### config.mk
export PLATFORM = sky130hd
export DESIGN_NAME = flash_boot_loader
export DESIGN_NICKNAME = d
export VERILOG_FILES = /design/src/rtl/flash_boot_loader_pkg.sv /design/src/rtl/flash_boot_packer.sv /design/src/rtl/flash_boot_loader.sv
export SDC_FILE = /design/constraint.sdc
export NUM_CORES = 1
export LEC_CHECK = 0
export ABC_AREA = 1
export CAP_MARGIN = 20
export CORE_AREA = 2 2 140 142
export CTS_CLUSTER_DIAMETER = 60
export DETAILED_ROUTE_END_ITERATION = 10
export DIE_AREA = 0 0 142 144
export MAX_ROUTING_LAYER = met4
export PLACE_DENSITY = 0.56
export RECOVER_POWER = 25
export SETUP_SLACK_MARGIN = 0.15
export SYNTH_ARGS = -nofsm -noshare
export SYNTH_HDL_FRONTEND = slang
export SYNTH_HIERARCHICAL = 1
export SYNTH_SLANG_ARGS = --single-unit
### constraint.sdc
create_clock -name clk -period 1.89 [get_ports clk]
set_clock_uncertainty 0.05 [all_clocks]
set_input_delay 0.189 -clock clk [delete_from_list [all_inputs] [get_ports clk]]
set_output_delay 0.189 -clock clk [all_outputs]
set_load 0.01 [all_outputs]
### src/rtl/flash_boot_loader_pkg.sv
// rtl/flash_boot_loader_pkg.sv - shared state encoding, defaults and byte-reversal helper for the flash boot loader
package flash_boot_loader_pkg;

    localparam int unsigned WORD_COUNT_DEFAULT = 1048576;

    typedef enum logic [2:0] {
        ST_IDLE   = 3'd0,
        ST_RD_REL = 3'd1,
        ST_RD_REQ = 3'd2,
        ST_WR     = 3'd3,
        ST_DONE   = 3'd4
    } state_t;

    // Flash stores the image big-endian per halfword pair; the CPU wants little-endian words.
    function automatic logic [31:0] reverse_endian(input logic [31:0] w);
        return {w[7:0], w[15:8], w[23:16], w[31:24]};
    endfunction

endpackage

### src/rtl/flash_boot_packer.sv
// rtl/flash_boot_packer.sv - halfword pair registers, byte-reversed word packing, optional checksum (FLASH_BOOT_CHECKSUM_EN)
module flash_boot_packer
    import flash_boot_loader_pkg::*;
(
    input  logic        clk,
    input  logic        rst,
    input  logic        cap_hi,
    input  logic        cap_lo,
    input  logic [15:0] data,
`ifdef FLASH_BOOT_CHECKSUM_EN
    input  logic        clear,
    input  logic        acc,
    output logic [31:0] checksum,
`endif
    output logic [31:0] word
);

    logic [15:0] hi;
    logic [15:0] lo;

    // Capture the even halfword into hi and the odd halfword into lo.
    always_ff @(posedge clk) begin
        if (rst) begin
            hi <= '0;
            lo <= '0;
        end else begin
            if (cap_hi) hi <= data;
            if (cap_lo) lo <= data;
        end
    end

    assign word = reverse_endian({hi, lo});

`ifdef FLASH_BOOT_CHECKSUM_EN
    // Running modulo-2^32 sum of every word written, restarted with each copy.
    always_ff @(posedge clk) begin
        if (rst || clear) begin
            checksum <= '0;
        end else if (acc) begin
            checksum <= checksum + word;
        end
    end
`endif

endmodule

### src/rtl/flash_boot_loader.sv
// rtl/flash_boot_loader.sv - boot copier from flash to instruction SRAM holding the CPU in reset; option FLASH_BOOT_CHECKSUM_EN
module flash_boot_loader
    import flash_boot_loader_pkg::*;
#(
    parameter int unsigned WORD_COUNT = WORD_COUNT_DEFAULT,
    parameter int unsigned FLASH_AW   = 22,
    parameter logic [31:0] BASE_ADDR  = 32'h0,
    parameter int unsigned WR_CYCLES  = 2
) (
    input  logic                clk,
    input  logic                rst,
    input  logic                start_i,
    output logic                flash_req_o,
    output logic [FLASH_AW-1:0] flash_addr_o,
    input  logic                flash_ready_i,
    input  logic [15:0]         flash_data_i,
    output logic                ram_ce_o,
    output logic                ram_we_o,
    output logic [31:0]         ram_addr_o,
    output logic [31:0]         ram_data_o,
    output logic [3:0]          ram_sel_o,
`ifdef FLASH_BOOT_CHECKSUM_EN
    input  logic [31:0]         expect_i,
    output logic [31:0]         checksum_o,
    output logic                err_o,
`endif
    output logic                busy_o,
    output logic                done_o,
    output logic                cpu_rst_o,
    output logic [15:0]         progress_o
);

    localparam logic [7:0]  WR_LAST  = 8'(WR_CYCLES - 1);
    localparam logic [31:0] IDX_LAST = 32'(WORD_COUNT - 1);

    state_t      state;
    state_t      state_next;
    logic [31:0] word_idx;
    logic        hw_sel;
    logic [7:0]  wr_cnt;
    logic        busy_q;
    logic        busy;
    logic        start_copy;
    logic        cap;
    logic        wr_last;
    logic        word_last;
    logic        fail;
    logic [31:0] word;

    assign busy       = (state == ST_RD_REL) || (state == ST_RD_REQ) || (state == ST_WR);
    assign start_copy = ((state == ST_IDLE) || (state == ST_DONE)) && start_i;
    assign cap        = (state == ST_RD_REQ) && flash_ready_i;
    assign wr_last    = (state == ST_WR) && (wr_cnt == WR_LAST);
    assign word_last  = (word_idx == IDX_LAST);

    flash_boot_packer u_packer (
        .clk      (clk),
        .rst      (rst),
        .cap_hi   (cap && !hw_sel),
        .cap_lo   (cap && hw_sel),
        .data     (flash_data_i),
`ifdef FLASH_BOOT_CHECKSUM_EN
        .clear    (start_copy),
        .acc      (wr_last),
        .checksum (checksum_o),
`endif
        .word     (word)
    );

`ifdef FLASH_BOOT_CHECKSUM_EN
    assign fail  = (state == ST_DONE) && (checksum_o != expect_i);
    assign err_o = fail;
`else
    assign fail  = 1'b0;
`endif

    // State register plus word/halfword/strobe counters.
    always_ff @(posedge clk) begin
        if (rst) begin
            state    <= ST_IDLE;
            word_idx <= '0;
            hw_sel   <= 1'b0;
            wr_cnt   <= '0;
            busy_q   <= 1'b0;
        end else begin
            state  <= state_next;
            busy_q <= busy;
            if (start_copy) begin
                word_idx <= '0;
                hw_sel   <= 1'b0;
                wr_cnt   <= '0;
            end else begin
                if (cap) hw_sel <= ~hw_sel;
                if (state == ST_WR) begin
                    if (wr_last) begin
                        wr_cnt   <= '0;
                        word_idx <= word_idx + 32'd1;
                    end else begin
                        wr_cnt <= wr_cnt + 8'd1;
                    end
                end
            end
        end
    end

    // Next-state decode and Moore outputs; RAM/flash buses are zero outside their states.
    always_comb begin
        state_next   = state;
        flash_req_o  = 1'b0;
        flash_addr_o = '0;
        ram_ce_o     = 1'b0;
        ram_we_o     = 1'b0;
        ram_addr_o   = '0;
        ram_data_o   = '0;
        ram_sel_o    = '0;
        busy_o       = busy;
        done_o       = (state == ST_DONE) && !fail;
        // One extra DONE cycle keeps the CPU in reset while the last write settles.
        cpu_rst_o    = busy || ((state == ST_DONE) && busy_q) || fail;
        progress_o   = word_idx[15:0];
        case (state)
            ST_IDLE, ST_DONE: begin
                if (start_i) state_next = ST_RD_REL;
            end
            ST_RD_REL: begin
                if (!flash_ready_i) state_next = ST_RD_REQ;
            end
            ST_RD_REQ: begin
                flash_req_o  = 1'b1;
                flash_addr_o = {word_idx[FLASH_AW-2:0], hw_sel};
                if (flash_ready_i) state_next = hw_sel ? ST_WR : ST_RD_REL;
            end
            ST_WR: begin
                ram_ce_o   = 1'b1;
                ram_we_o   = 1'b1;
                ram_sel_o  = 4'b1111;
                ram_addr_o = BASE_ADDR + {word_idx[29:0], 2'b00};
                ram_data_o = word;
                if (wr_last) state_next = word_last ? ST_DONE : ST_RD_REL;
            end
            default: state_next = ST_IDLE;
        endcase
    end

endmodule
==> flow_summary.json <==
{
  "drtIter0Drc": 230,
  "critPathRequiredTime_ns": 1.65,
  "routedWlPerCell_um": 13.6,
  "grtUsageMet2": 0.245,
  "syn_inst": 793,
  "postRouteAntennaNets": 0,
  "grt_usage": 0.148,
  "via_per_inst": 4.29,
  "initial_core_util": 0.243,
  "intPower_mw": 3.00,
  "clockPowerShare": 0.388,
  "fmax_ghz": 0.523,
  "power_frac_seq": 0.410,
  "slowest_delay_ns": 0.55,
  "cts_max_level": 3,
  "worst_r2r_path_depth": 11,
  "cp_max_fo": 16,
  "pwr_density_cell_mw_per_mm2": 563,
  "path_cells": "inv_4 > nand2_4 > nor2_4 > buf_6 > clkdlybuf4s50_1",
  "clkLatencyLatePin_ns": 0.34,
  "clkSinkCount": 77,
  "cts-root-buf": "clkbuf_16",
  "ctsHoldBuffers": 0,
  "dieArea_mm2": 0.0204,
  "first_global_vias": 4538,
  "status": "finished, violations left",
  "fin_crit_sh": 1.01,
  "clk_path_buf_depth": 2,
  "drive_above_1_share": 0.262,
  "die_h_um": 144,
  "end_kind": "output port",
  "die_w_um": 142,
  "min_period_ns": 1.91,
  "worstSetupStartpointType": "register",
  "violations": "negative setup slack",
  "nets": 963,
  "cp.arrival_ns": 1.67,
  "rsz0062_at_grt": "yes",
  "slew_viol_final": 0,
  "grt_util_met3": 0.0447,
  "routed_wl_um": 16100,
  "max-cap-violations": 0,
  "ys_top_cells_by_area": "dfxtp_1 (33%), nor2_1 (19%), nand2_1 (17%), inv_1 (8.4%), buf_4 (4.0%)",
  "syn_area_mm2": 0.00464,
  "finalSetupViolations": 5,
  "place.gp.congestion": 0.844,
  "yosys.area.top_type": "dfxtp_1",
  "yosys_warnings": 6,
  "ys_types": 28,
  "path_clk_slew_ns": 0.06,
  "portBuffers": 129,
  "remaining_drc_errors": 0,
  "dp_hpwl_um": 10600,
  "final_core_util": 0.391,
  "top_usage_layer": "met2",
  "combPwrFrac": 0.203,
  "grt_pass1_wl_um": 23100,
  "ys_seq_area_frac": 0.332,
  "core_area_mm2": 0.0191,
  "p_leak_nw": 2.88,
  "hold_viol": 0,
  "synth_top_area_frac": 0.332,
  "grt_max_degree": 33,
  "setup_slack_ns": -0.0215,
  "met1_usage": 0.177,
  "firstDrtPassIters": 4,
  "cts_tree": "done",
  "grt_remaining_overflow": 0,
  "critPathSlowestCell": "clkdlybuf4s50_1",
  "cts_buffers": 9,
  "antenna_found_initial": 0,
  "antenna_cells": 0,
  "final_area_mm2": 0.00746,
  "area_growth_pct": 60.6,
  "sw_frac_of_total": 0.286,
  "hp-class": "reg -> reg",
  "whs_path_depth": 2,
  "synth_seq_cells": 77,
  "p_sw_mw": 1.20,
  "syn_avg_cell_area_um2": 5.86,
  "ios": 132,
  "ir_drop_uv": 373,
  "fillers": 1998,
  "fp-row-count": 51,
  "num_vias": 5062,
  "worst-setup-path-type": "reg -> out",
  "place_area_mm2": 0.00618
}
-- metrics by stage --
| stage | hold WS (ns) | total power [mW] | worst slack (ns) | instances | TNS (ns) |
|---|---|---|---|---|---|
| floorplan | 0.208 | 2.12 | 0.285 | 794 | 0 |
| global route | 0.434 | 4.38 | -0.0825 | 1181 | -1.54 |
| global placement | 0.409 | 2.36 | 0.0425 | 1136 | 0 |
| finish | 0.422 | 4.20 | -0.0215 | 1181 | -0.0653 |
| detailed placement | 0.414 | 2.36 | 0.0474 | 1136 | 0 |
| CTS | 0.416 | 4.09 | -0.0300 | 1159 | -0.0984 |
-- cells by family (layout without fill, tap and decap cells) --
group,Yosys count,in the layout,synth area share
AND/OR/NAND/NOR,500,500,0.436
flip-flops,77,77,0.332
XOR/XNOR,5,5,0.00943
buffers and inverters,160,309,0.161
other,1,2,0.000807
AO/OA/AOI/OAI,47,47,0.0520
adder cells (fa/ha/maj),3,3,0.00808
-- power by group through the flow --
| stage | combinational, mW | sequential [mW] | clock (mW) |
|---|---|---|---|
| 2_1_floorplan | 0.382 | 1.74 | 0 |
| 3_3_place_gp | 0.619 | 1.74 | 0 |
| 3_5_place_dp | 0.616 | 1.75 | 0 |
| 4_1_cts | 0.699 | 1.72 | 1.67 |
| 5_1_grt | 0.931 | 1.73 | 1.73 |
| 6_report | 0.851 | 1.72 | 1.63 |
-- layer usage --
metal / part of all wire / routed length, µm
met1: 0.43 / 7010
met2: 0.48 / 7770
met3: 0.069 / 1110
met4: 0.014 / 233
met5: 0 / 0
-- cells in the mapped netlist, drive strengths merged --
cell type / count
nand3: 26
inv: 111
a21oi: 29
clkbuf: 6
conb: 1
nand2: 218
and2: 1
nand4: 3
buf: 43
nor2: 238
nor3: 10
ha: 3
dfxtp: 77
o22ai: 3
o31ai: 1
xor2: 5
o21ai: 14
and3: 1
nor3b: 3
-- worst paths after layout --
| check | startpoint | end | slack (ns) |
|---|---|---|---|
| max | state[2] | ram_sel_o[1] | -0.02 |
| min | u_packer/hi[14] | u_packer/hi[14] | 0.42 |
| max reg2reg | state[2] | word_idx[13] | 0.11 |
| min reg2reg | u_packer/hi[14] | u_packer/hi[14] | 0.42 |
-- final cells by class --
class | count | area, µm² | share of cell area
Clock inverter | 1 | 7.51 | 0.00101
Inverter | 111 | 445 | 0.0597
Clock buffer | 13 | 260 | 0.0349
Tap cell | 238 | 298 | 0.0399
Sequential cell | 77 | 1550 | 0.208
Timing Repair inverter | 1 | 20.0 | 0.00268
Multi-Input combinational cell | 557 | 2860 | 0.383
Timing Repair Buffer | 183 | 2010 | 0.270
-- cells in the final DEF (no fill, tap or decap), types with 5 or more instances in the layout --
master	instances
clkbuf_16	16
clkdlybuf4s15_1	9
o21ai_0	9
buf_2	12
nor2_4	58
nor3_1	8
nor2_2	15
a21oi_1	29
buf_12	11
buf_6	57
nand2_2	5
nand2_1	208
dfxtp_2	6
dfxtp_1	70
clkbuf_2	12
clkdlybuf4s50_1	38
nor2_1	164
inv_2	6
nand3_1	25
buf_4	23
dlygate4sd2_1	7
xor2_1	5
inv_1	103
-- registers in the layout, indices dropped and copies added (netlist names) --
register,cells
busy_q,1
hw_sel,1
state,3
u_packer/hi,16
u_packer/lo,16
word_idx,32
wr_cnt,8
-- critical path, delay by kind of cell, from the launching register on --
kind | cells | cell delay (ns)
buf+inv | 3 | 0.80
simple gates | 2 | 0.20
flops | 1 | 0.34
-- timing repair --
| action | 4_1_cts | 5_1_grt |
|---|---|---|
| resized for setup | 336 | 195 |
| gates cloned | 4 | 10 |
| pin swaps | 17 | 29 |
| setup buffers | 5 | 12 |
| endpoints found under the setup margin | 94 | 130 |
(Power assumes the default switching activity.)
